[config.mk]
export PLATFORM = sky130hd
export DESIGN_NAME = alu_muldiv
export DESIGN_NICKNAME = d
export VERILOG_FILES = /design/src/rtl/alu_pkg.sv /design/src/rtl/muldiv_seq.sv /design/src/rtl/alu_muldiv.sv
export SDC_FILE = /design/constraint.sdc
export NUM_CORES = 1
export LEC_CHECK = 0
export ABC_AREA = 1
export CAP_MARGIN = 40
export CORE_UTILIZATION = 30
export DETAILED_ROUTE_END_ITERATION = 10
export GPL_TIMING_DRIVEN = 1
export HOLD_SLACK_MARGIN = 0.15
export PLACE_DENSITY_LB_ADDON = 0.15
export SYNTH_ARGS = -nofsm -noshare
export SYNTH_HDL_FRONTEND = slang
export SYNTH_SLANG_ARGS = --single-unit
[constraint.sdc]
create_clock -name clk -period 12 [get_ports clk]
set_clock_uncertainty 0.1 [all_clocks]
set_input_delay 3 -clock clk [delete_from_list [all_inputs] [get_ports clk]]
set_output_delay 3 -clock clk [all_outputs]
set_load 0.02 [all_outputs]
[src/rtl/alu_pkg.sv]
// rtl/alu_pkg.sv - aluctrl operation codes and mult/div FSM state encoding
// Ports: none (package).
package alu_pkg;

    localparam logic [3:0] ALU_AND  = 4'b0000;
    localparam logic [3:0] ALU_OR   = 4'b0001;
    localparam logic [3:0] ALU_ADD  = 4'b0010;
    localparam logic [3:0] ALU_SLL  = 4'b0011;
    localparam logic [3:0] ALU_SRL  = 4'b0100;
    localparam logic [3:0] ALU_NOR  = 4'b0101;
    localparam logic [3:0] ALU_SUB  = 4'b0110;
    localparam logic [3:0] ALU_MULT = 4'b0111;
    localparam logic [3:0] ALU_DIV  = 4'b1000;
    localparam logic [3:0] ALU_SLT  = 4'b1001;
    localparam logic [3:0] ALU_SLTU = 4'b1010;
    localparam logic [3:0] ALU_XOR  = 4'b1011;
    localparam logic [3:0] ALU_BEQ  = 4'b1101;
    localparam logic [3:0] ALU_BNE  = 4'b1111;

    typedef enum logic [1:0] {
        S_IDLE = 2'd0,
        S_MUL  = 2'd1,
        S_DIV  = 2'd2,
        S_FIN  = 2'd3
    } md_state_e;

endpackage

[src/rtl/muldiv_seq.sv]
// rtl/muldiv_seq.sv - iterative shift-add multiplier / restoring divider with hi/lo
// Ports: clk, reset (sync, active-high); srca/srcb operands; msigned;
//   start_mul/start_div launch requests; busy, done pulse, hi/lo results.
module muldiv_seq
    import alu_pkg::*;
#(
    parameter int WIDTH = 32
) (
    input  logic             clk,
    input  logic             reset,
    input  logic [WIDTH-1:0] srca,
    input  logic [WIDTH-1:0] srcb,
    input  logic             msigned,
    input  logic             start_mul,
    input  logic             start_div,
    output logic             busy,
    output logic             done,
    output logic [WIDTH-1:0] hi,
    output logic [WIDTH-1:0] lo
);
    localparam int CW = $clog2(WIDTH) + 1;

    md_state_e          r_state;
    md_state_e          w_next;
    logic [CW-1:0]      r_cnt;
    // Mult: {partial product, multiplier}. Div: {remainder, dividend/quotient}.
    logic [2*WIDTH-1:0] r_acc;
    logic [WIDTH-1:0]   r_opb;
    logic               r_neg_q;
    logic               r_neg_r;
    logic               r_dz;
    logic               r_op_div;
    logic               r_busy;
    logic               r_done;
    logic [WIDTH-1:0]   r_hi;
    logic [WIDTH-1:0]   r_lo;

    logic               w_accept;
    logic               w_sign_a;
    logic               w_sign_b;
    logic [WIDTH-1:0]   w_abs_a;
    logic [WIDTH-1:0]   w_abs_b;
    logic [WIDTH:0]     w_madd;
    logic [WIDTH:0]     w_trial;
    logic [2*WIDTH-1:0] w_mul_next;
    logic [2*WIDTH-1:0] w_div_next;
    logic [WIDTH-1:0]   w_quo;
    logic [WIDTH-1:0]   w_rem;

    // A start coinciding with the done cycle is dropped as well as one while busy.
    assign w_accept = (r_state == S_IDLE) && !r_done && (start_mul || start_div);
    assign w_sign_a = msigned & srca[WIDTH-1];
    assign w_sign_b = msigned & srcb[WIDTH-1];
    assign w_abs_a  = w_sign_a ? -srca : srca;
    assign w_abs_b  = w_sign_b ? -srcb : srcb;

    assign w_madd     = {1'b0, r_acc[2*WIDTH-1:WIDTH]} + (r_acc[0] ? {1'b0, r_opb} : '0);
    assign w_mul_next = {w_madd, r_acc[WIDTH-1:1]};

    // Borrow in w_trial[WIDTH] means the trial subtraction failed: restore by plain shift.
    assign w_trial    = {r_acc[2*WIDTH-1:WIDTH], r_acc[WIDTH-1]} - {1'b0, r_opb};
    assign w_div_next = w_trial[WIDTH] ? {r_acc[2*WIDTH-2:0], 1'b0}
                                       : {w_trial[WIDTH-1:0], r_acc[WIDTH-2:0], 1'b1};

    assign w_quo = r_acc[WIDTH-1:0];
    assign w_rem = r_acc[2*WIDTH-1:WIDTH];

    always_ff @(posedge clk) begin
        if (reset) begin
            r_state <= S_IDLE;
        end else begin
            r_state <= w_next;
        end
    end

    always_comb begin
        w_next = r_state;
        case (r_state)
            S_IDLE:       if (w_accept) w_next = start_mul ? S_MUL : S_DIV;
            S_MUL, S_DIV: if (r_cnt == CW'(WIDTH - 1)) w_next = S_FIN;
            S_FIN:        w_next = S_IDLE;
            default:      w_next = S_IDLE;
        endcase
    end

    always_ff @(posedge clk) begin
        if (reset) begin
            r_cnt    <= '0;
            r_acc    <= '0;
            r_opb    <= '0;
            r_neg_q  <= 1'b0;
            r_neg_r  <= 1'b0;
            r_dz     <= 1'b0;
            r_op_div <= 1'b0;
            r_busy   <= 1'b0;
            r_done   <= 1'b0;
            r_hi     <= '0;
            r_lo     <= '0;
        end else begin
            r_done <= 1'b0;
            case (r_state)
                S_IDLE: begin
                    if (w_accept) begin
                        r_cnt    <= '0;
                        r_acc    <= {{WIDTH{1'b0}}, w_abs_a};
                        r_opb    <= w_abs_b;
                        r_neg_q  <= w_sign_a ^ w_sign_b;
                        r_neg_r  <= w_sign_a;
                        r_dz     <= (srcb == '0);
                        r_op_div <= start_div;
                        r_busy   <= 1'b1;
                    end
                end
                S_MUL: begin
                    r_acc <= w_mul_next;
                    r_cnt <= r_cnt + 1'b1;
                end
                S_DIV: begin
                    r_acc <= w_div_next;
                    r_cnt <= r_cnt + 1'b1;
                end
                S_FIN: begin
                    if (r_op_div) begin
                        r_lo <= r_dz ? '1 : (r_neg_q ? -w_quo : w_quo);
                        r_hi <= r_neg_r ? -w_rem : w_rem;
                    end else begin
                        {r_hi, r_lo} <= r_neg_q ? -r_acc : r_acc;
                    end
                    r_done <= 1'b1;
                    r_busy <= 1'b0;
                end
                default: ;
            endcase
        end
    end

    assign busy = r_busy;
    assign done = r_done;
    assign hi   = r_hi;
    assign lo   = r_lo;

endmodule

[src/rtl/alu_muldiv.sv]
// rtl/alu_muldiv.sv - combinational ALU with flags, registered result and mult/div engine
// Ports: clk, reset (sync, active-high); srca/srcb operands; aluctrl op select;
//   shamt shift amount; msigned/start mult/div controls; aluout (comb) and
//   aluresult (registered); cout/ov/zero/sign flags; busy/done/hi/lo results.
module alu_muldiv
    import alu_pkg::*;
#(
    parameter int WIDTH = 32,
    parameter int SHW   = 5
) (
    input  logic             clk,
    input  logic             reset,
    input  logic [WIDTH-1:0] srca,
    input  logic [WIDTH-1:0] srcb,
    input  logic [3:0]       aluctrl,
    input  logic [SHW-1:0]   shamt,
    input  logic             msigned,
    input  logic             start,
    output logic [WIDTH-1:0] aluout,
    output logic [WIDTH-1:0] aluresult,
    output logic             cout,
    output logic             ov,
    output logic             zero,
    output logic             sign,
    output logic             busy,
    output logic             done,
    output logic [WIDTH-1:0] hi,
    output logic [WIDTH-1:0] lo
);
    logic             w_is_sub;
    logic [WIDTH-1:0] w_b_eff;
    logic [WIDTH-1:0] w_sum;
    logic             w_carry;
    logic             w_ovf;
    logic             w_lt_s;
    logic             w_lt_u;
    logic             w_valid;
    logic             w_start_mul;
    logic             w_start_div;
    logic [WIDTH-1:0] r_aluresult;

    // SUB and both branch compares share the A + ~B + 1 adder path.
    assign w_is_sub = (aluctrl == ALU_SUB) || (aluctrl == ALU_BEQ) || (aluctrl == ALU_BNE);
    assign w_b_eff  = w_is_sub ? ~srcb : srcb;
    assign {w_carry, w_sum} = {1'b0, srca} + {1'b0, w_b_eff} + {{WIDTH{1'b0}}, w_is_sub};
    // Signed overflow: equal-sign addends producing a sum of the other sign.
    assign w_ovf  = (srca[WIDTH-1] == w_b_eff[WIDTH-1]) && (w_sum[WIDTH-1] != srca[WIDTH-1]);
    assign w_lt_s = $signed(srca) < $signed(srcb);
    assign w_lt_u = srca < srcb;

    always_comb begin
        aluout  = '0;
        cout    = 1'b0;
        ov      = 1'b0;
        zero    = 1'b0;
        w_valid = 1'b1;
        case (aluctrl)
            ALU_ADD, ALU_SUB: begin
                aluout = w_sum;
                cout   = w_carry;
                ov     = w_ovf;
            end
            ALU_AND:           aluout = srca & srcb;
            ALU_OR:            aluout = srca | srcb;
            ALU_NOR:           aluout = ~(srca | srcb);
            ALU_XOR:           aluout = srca ^ srcb;
            ALU_SLL:           aluout = srcb << shamt;
            ALU_SRL:           aluout = srcb >> shamt;
            ALU_SLT:           aluout = {{(WIDTH-1){1'b0}}, w_lt_s};
            ALU_SLTU:          aluout = {{(WIDTH-1){1'b0}}, w_lt_u};
            ALU_BEQ, ALU_BNE:  aluout = w_sum;
            ALU_MULT, ALU_DIV: aluout = '0;
            default:           w_valid = 1'b0;
        endcase
        if (aluctrl == ALU_BEQ) begin
            zero = (srca == srcb);
        end else if (aluctrl == ALU_BNE) begin
            zero = (srca != srcb);
        end else begin
            zero = w_valid && (aluout == '0);
        end
    end

    assign sign = aluout[WIDTH-1];

    always_ff @(posedge clk) begin
        if (reset) begin
            r_aluresult <= '0;
        end else begin
            r_aluresult <= aluout;
        end
    end

    assign aluresult = r_aluresult;

    assign w_start_mul = start && (aluctrl == ALU_MULT);
    assign w_start_div = start && (aluctrl == ALU_DIV);

    muldiv_seq #(
        .WIDTH(WIDTH)
    ) u_muldiv (
        .clk      (clk),
        .reset    (reset),
        .srca     (srca),
        .srcb     (srcb),
        .msigned  (msigned),
        .start_mul(w_start_mul),
        .start_div(w_start_div),
        .busy     (busy),
        .done     (done),
        .hi       (hi),
        .lo       (lo)
    );

endmodule

==> results of run 1 <==
[cells in the mapped netlist (17+ instances only)]
cell type / n
nand4_1: 41
buf_1: 25
ha_1: 208
nor4_1: 25
nand3_1: 442
a31oi_1: 25
buf_2: 43
o21ai_0: 276
o22ai_1: 36
o21a_1: 17
a221oi_1: 26
o221ai_1: 21
dfxtp_1: 206
nand2_1: 924
nand2_2: 27
inv_1: 505
a21oi_1: 361
clkbuf_1: 90
nor3_1: 67
inv_2: 19
o211ai_1: 33
xor2_1: 145
nor2_1: 369
o21ai_1: 39
[cell type report]
class	instances	area, µm²
clock buffers	38	778.2
clock inverters	13	181.4
fillers	9246	53090
inverters	530	1994
multi-input cells	3254	17920
flip-flops and latches	206	4124
well taps	1070	1339
repair buffers	282	2678
[power groups by stage]
stage,logic (W),registers (W),clock network [W]
after floorplan,0.00165,0.000878,0
after global routing,0.00280,0.000878,0.000942
after global placement,0.00254,0.000880,0
final,0.00257,0.000867,0.000894
after detailed placement,0.00253,0.000880,0
after CTS,0.00255,0.000865,0.000920
[per-stage QoR]
step	area (µm²)	total power, W	utilization	hold slack, ns	setup WS [ns]
global route	29020	0.004618	0.3534	0.3988	0.6879
detailed placement	28060	0.003411	0.3417	0.3605	1.135
finish	29020	0.004332	0.3534	0.3723	1.097
CTS	29020	0.004331	0.3534	0.3693	1.121
floorplan	24880	0.002524	-	0.3456	2.737
global placement	28000	0.003415	0.3410	0.3592	1.164
[flip-flops by register name, summed over array words and instances (netlist names)]
name,flops
u_muldiv.hi,32
u_muldiv.r_opb,32
u_muldiv.r_cnt,6
u_muldiv.r_dz,1
u_muldiv.r_state,2
u_muldiv.busy,1
u_muldiv.r_neg_r,1
u_muldiv.lo,32
u_muldiv.r_neg_q,1
u_muldiv.done,1
u_muldiv.r_op_div,1
u_muldiv.r_acc,64
aluresult,32
[worst max-delay path, delay by kind of cell]
family | cells | cell delay (ns)
buffers and inverters | 5 | 1.84
and+or+nand+nor | 14 | 1.67
AOI/OAI and AO/OA | 3 | 0.75
adders and majority gates | 1 | 0.29
xor gates and xnor gates | 1 | 0.21
[per-layer routing]
layer / GRT usage / up-vias / part of all wire
met3: 0.03914 / 345 / 0.061
met2: 0.4745 / 1138 / 0.45
li1: - / 14160 / -
met1: 0.3505 / 13430 / 0.41
met5: 0 / - / 0
met4: 0.1895 / 0 / 0.076
[logic make-up (layout without fill, tap and decap cells)]
| logic type | Yosys count | in the layout | synth area share |
|---|---|---|---|
| AND/OR/NAND/NOR | 1985 | 1985 | 0.3507 |
| XOR/XNOR | 160 | 160 | 0.05633 |
| adder cells (fa/ha/maj) | 211 | 211 | 0.1070 |
| AO/OA/AOI/OAI | 898 | 898 | 0.2051 |
| buffers and inverters | 712 | 863 | 0.1150 |
| flip-flops | 206 | 206 | 0.1658 |
[path summary, 6_finish.rpt]
path,to,slack [ns]
min,u_muldiv.r_dz$_SDFFE_PP0P_,0.37
max,zero,1.10
min reg2reg,u_muldiv.r_dz$_SDFFE_PP0P_,0.37
max reg2reg,u_muldiv.r_acc[0]$_SDFFE_PP0P_,7.84
==> results.py, run 1 <==
metrics = {
    "run_status": {
        "status": "finished clean",
    },
    "worst_setup_path": {
        "r2r_cells": 20,
        "crit_path_start": "aluctrl[3]",
        "crit_chain": "clkdlybuf4s50_1, inv_2, nand2_1, nor2_1, nor2_4, buf_4, xor2_1, ha_1, a21oi_1, nor2_1, nor2_1, a21boi_0, o22ai_1, nor2_1, nand3_1, nand3_1, nand2_1, nor2_1, nand4_1, nor2_1, buf_4, nor2_1, nor2_1, clkdlybuf4s50_1",
        "worstPathArrival_ns": 7.80,
        "slowest_delay_ns": 0.61,
        "path_class": "input port to output pin",
        "crit_path_end_kind": "output pin",
        "cp.required_ns": 8.90,
        "crit_path_frequent_cell": "nor2_1",
        "cp_slowest_cell": "clkdlybuf4s50_1",
        "cp_max_fo": 25,
        "reg2reg_from": "u_muldiv.r_acc[31]$_SDFFE_PP0P_",
        "cp-start-kind": "input port",
    },
    "grt": {
        "grt_pass1_wl_um": 183200,
        "grt_pass1_vias": 27830,
        "overflow": 0,
        "grt_max_degree": 79,
        "grt_use_total": 0.2880,
        "antenna_found_initial": 0,
    },
    "die": {
        "dieHeight_um": 290.0,
        "row_count": 105,
        "dieWidth_um": 290.0,
        "io-pin-count": 211,
        "start_util": 0.3030,
        "dieArea_mm2": 0.08408,
        "core_mm2": 0.08211,
    },
    "route": {
        "firstDrtPassIters": 8,
        "via_per_inst": 5.389,
        "detail-route-antenna-nets": 0,
        "wl_per_cell_um": 23.26,
        "vias": 29070,
        "post-route-drc-count": 0,
        "drtIter0Drc": 2396,
        "routed_wl_um": 125400,
    },
    "placement": {
        "gp_congestion": 1.009,
        "dp_hpwl_um": 100700,
        "dp.cells": 5342,
        "portBuffers": 210,
    },
    "power": {
        "comb_power_share": 0.594,
        "peakVddDrop_mv": 0.1810,
        "seqPwrFrac": 0.200,
        "sw_frac_of_total": 0.5249,
        "power_frac_clock": 0.206,
        "power.leakage_nw": 13.93,
        "p_int_w": 0.002058,
        "switchingPower_w": 0.002274,
        "power_density_mw_per_mm2": 149.3,
    },
    "timing": {
        "relSlewSlack": 0.4077,
        "rsz0062_at_grt": "no",
        "hold_violations": 0,
        "setup_violations": 0,
        "fin_crit_sh": 0.9086,
        "tns_ns": 0,
        "fmax_mhz": 91.71,
        "layout_min_cycle_time_ns": 10.90,
        "drv_slew": 0,
        "tightest_slew_ns": 0.8661,
    },
    "min_path": {
        "hold_path.class": "flop to flop",
        "worstHoldStart": "u_muldiv.r_dz$_SDFFE_PP0P_",
        "min_path_cells": 2,
    },
    "synth": {
        "syn_area_per_cell_um2": 5.963,
        "synthTopCellsByArea": "dfxtp_1 17%, nand2_1 14%, ha_1 10%, nand3_1 8.9%, inv_1 7.6%",
        "synthCells": 4172,
        "syn_nets": 4460,
        "synth.distinct_cells": 63,
        "synth-seq-area-share": 0.1658,
        "yosysTopAreaCellShare": 0.1658,
        "syn_area_mm2": 0.02488,
        "synthFlopType": "dfxtp_1",
        "yosysTopAreaCell": "dfxtp_1",
        "synth_enable_flop_cells": 0,
        "yosysWarningCount": 0,
        "async_flop_share": 0,
        "ys_ff_latch": 206,
    },
    "clock_tree": {
        "cts_resized": 0,
        "post_cts_buffers": 0,
        "clock_sink_count": 206,
        "tritoncts": "built",
        "hold_buffers": 0,
        "clk_latency_ns": 0.62,
        "cts_root_buffer": "clkbuf_16",
        "clk_pin_slew_worst_paths_ns": 0.06,
        "cts_buffers": 28,
        "htreeDepth": 1,
        "clk_path_buf_depth": 3,
    },
    "layout": {
        "fin_nets": 4590,
        "num_antenna_cells": 0,
        "drive_gt1_frac": 0.05667,
        "layout_commonest_cell": "nand2_1",
        "area_growth_syn_to_layout_pct": 16.64,
        "layout_common_cells": "924 x nand2_1, 503 x inv_1, 442 x nand3_1",
        "instances_no_fill": 5393,
    },
    "flow_run": {
        "maxCapViolCount": 0,
    },
}
(Power assumes the default switching activity.)
==> run 2, diff against run 1 <==
- ABC_CLOCK_PERIOD_IN_PS: not set -> 10900
- clock period: 12 -> 10.9 ns (I/O delays scaled with it)
==> run 2 against run 1 <==
Worst setup slack got worse by 0.50 ns. Cell count grew 1.1%. Combinational power rose by 11%. Sequential cell count unchanged. Critical path depth increased by 4. First-iteration DRC count is 2.0% higher. Largest cell class unchanged.
==> results.py, run 2 (synthesis gave the netlist of run 1 again) <==
metrics = {
    "worst_setup_path": {
        "ff2ff_setup_slack_ns": 6.79,
        "path_class": "input port to output pin",
        "critPathTopFamily": "simple AND/OR/NAND/NOR gates",
        "cp_slowest_cell": "clkdlybuf4s50_1",
        "r2r_cells": 21,
        "slowest_delay_ns": 0.62,
        "cp-start-kind": "input port",
        "cp.required_ns": 8.08,
        "cp_num_buf_inv": 6,
        "worstPathArrival_ns": 7.48,
        "crit_path_start": "aluctrl[1]",
        "crit_path_end_kind": "output pin",
        "reg2reg_from": "u_muldiv.r_acc[31]$_SDFFE_PP0P_",
        "crit_end": "zero",
        "crit_path_frequent_cell": "nor2_1",
        "cp.depth": 28,
        "cp_max_fo": 11,
        "r2r_end": "u_muldiv.r_acc[45]$_SDFFE_PP0P_",
    },
    "layout": {
        "top_register": "u_muldiv.r_acc",
        "area_growth_syn_to_layout_pct": 18.47,
        "drive_gt1_frac": 0.07050,
        "largest_reg_flops": 64,
        "fin_nets": 4649,
        "instances_no_fill": 5455,
        "layout_common_cells": "924 x nand2_1, 503 x inv_1, 442 x nand3_1",
        "layout_commonest_cell": "nand2_1",
    },
    "min_path": {
        "hold_path.class": "flop to flop",
    },
    "route": {
        "post-route-drc-count": 0,
        "drtIter0Drc": 2443,
        "routed_wl_um": 128200,
        "detail-route-antenna-nets": 0,
        "firstDrtPassIters": 7,
        "wl_per_cell_um": 23.50,
        "via_per_inst": 5.405,
        "vias": 29480,
    },
    "grt": {
        "overflow": 0,
        "grt_pass1_wl_um": 187700,
        "grt_max_degree": 71,
        "grt_use_total": 0.2956,
        "antenna_found_initial": 0,
        "grt_pass1_vias": 28140,
    },
    "placement": {
        "gp_congestion": 1.051,
        "portBuffers": 210,
        "dp.cells": 5392,
        "dp_hpwl_um": 103700,
    },
    "timing": {
        "rsz0062_at_grt": "no",
        "tns_ns": 0,
        "setup_violations": 0,
        "drv_slew": 0,
        "hold_violations": 0,
        "fmax_mhz": 97.05,
        "relSlewSlack": 0.3377,
        "layout_min_cycle_time_ns": 10.30,
        "holdWs_ns": 0.3694,
        "fin_crit_sh": 0.9453,
        "tightest_slew_ns": 0.9684,
    },
    "power": {
        "switchingPower_w": 0.002502,
        "power.leakage_nw": 14.21,
        "p_total_w": 0.004753,
        "seqPwrFrac": 0.200,
        "comb_power_share": 0.599,
        "power_density_mw_per_mm2": 161.3,
        "peakVddDrop_mv": 0.1391,
        "power_frac_clock": 0.201,
        "sw_frac_of_total": 0.5264,
        "p_int_w": 0.002251,
    },
    "clock_tree": {
        "hold_buffers": 0,
        "clk_latency_ns": 0.61,
        "cts_root_buffer": "clkbuf_16",
        "htreeDepth": 1,
        "cts_resized": 0,
        "post_cts_buffers": 0,
        "clock_sink_count": 206,
        "tritoncts": "built",
        "clk_pin_slew_worst_paths_ns": 0.06,
        "cts_buffers": 28,
        "clk_path_buf_depth": 3,
    },
    "die": {
        "start_util": 0.3030,
        "core_mm2": 0.08211,
        "dieArea_mm2": 0.08408,
        "dieHeight_um": 290.0,
        "row_count": 105,
        "io-pin-count": 211,
        "dieWidth_um": 290.0,
    },
    "flow_run": {
        "maxCapViolCount": 0,
    },
    "run_status": {
        "status": "finished clean",
    },
}
[run 2: cell count changes in the layout (fill, tap and decap cells not counted), sizes merged, moves of 2 or more]
cell    delta
clkinv     +3
diode      +2
clkbuf     -2
bufinv     -2
buf       +59
[run 2: cell type report]
type	instances	area [µm²]
fill	9151	52640
multi-input combinational	3254	17920
sequential	206	4124
timing repair buffer	341	3141
inverter	530	1994
tap	1070	1339
clock buffer	36	790.8
clock inverter	16	156.4
antenna	2	5.005
[run 2: how the worst min path moves through the flow]
stage	to	slack (ns)	start	cells past startpoint
after CTS	u_muldiv.r_dz$_SDFFE_PP0P_	0.37	u_muldiv.r_dz$_SDFFE_PP0P_	2
final	u_muldiv.r_dz$_SDFFE_PP0P_	0.37	u_muldiv.r_dz$_SDFFE_PP0P_	2
after global placement	u_muldiv.r_dz$_SDFFE_PP0P_	0.36	u_muldiv.r_dz$_SDFFE_PP0P_	2
after floorplan	u_muldiv.r_dz$_SDFFE_PP0P_	0.35	u_muldiv.r_dz$_SDFFE_PP0P_	2
after global routing	u_muldiv.r_dz$_SDFFE_PP0P_	0.39	u_muldiv.r_dz$_SDFFE_PP0P_	2
after detailed placement	u_muldiv.r_dz$_SDFFE_PP0P_	0.36	u_muldiv.r_dz$_SDFFE_PP0P_	2
[run 2: through the flow]
step	setup WS [ns]	utilization	instance area, µm²
6_report	0.5964	0.3589	29470
5_1_grt	0.1775	0.3589	29470
4_1_cts	0.3583	0.3579	29390
3_5_place_dp	0.3831	0.3463	28440
3_3_place_gp	0.4228	0.3453	28350
2_1_floorplan	2.187	-	24880
[run 2: per-layer routing]
metal | GRT usage | vias up | part of all wire
li1 | - | 14280 | -
met1 | 0.3653 | 13690 | 0.41
met2 | 0.4778 | 1204 | 0.44
met3 | 0.04573 | 310 | 0.069
met4 | 0.1905 | 0 | 0.077
met5 | 0 | - | 0
[run 2: power groups by stage]
stage	Sequential (W)	Clock (W)	Combinational (W)
2_1_floorplan	0.000966	0	0.00181
3_3_place_gp	0.000969	0	0.00280
3_5_place_dp	0.000967	0	0.00280
4_1_cts	0.000952	0.000983	0.00281
5_1_grt	0.000965	0.00101	0.00311
6_report	0.000953	0.000955	0.00284
[run 2: worst reg2reg max path, cell delays in order (launching register included)]
cell,delay [ns]
dfxtp_1,0.37
inv_1,0.35
ha_1,0.23
inv_1,0.06
fa_1,0.38
nand2_1,0.11
o21ai_2,0.09
nand3_1,0.08
nand2_1,0.13
nand3_1,0.12
nand3_2,0.12
nand2_1,0.10
nand2_2,0.08
a21oi_1,0.18
nand2_1,0.08
nand2_1,0.43
buf_4,0.38
nand2_1,0.17
nand3_1,0.17
o21ai_0,0.11
nand2_1,0.07
a21oi_1,0.06
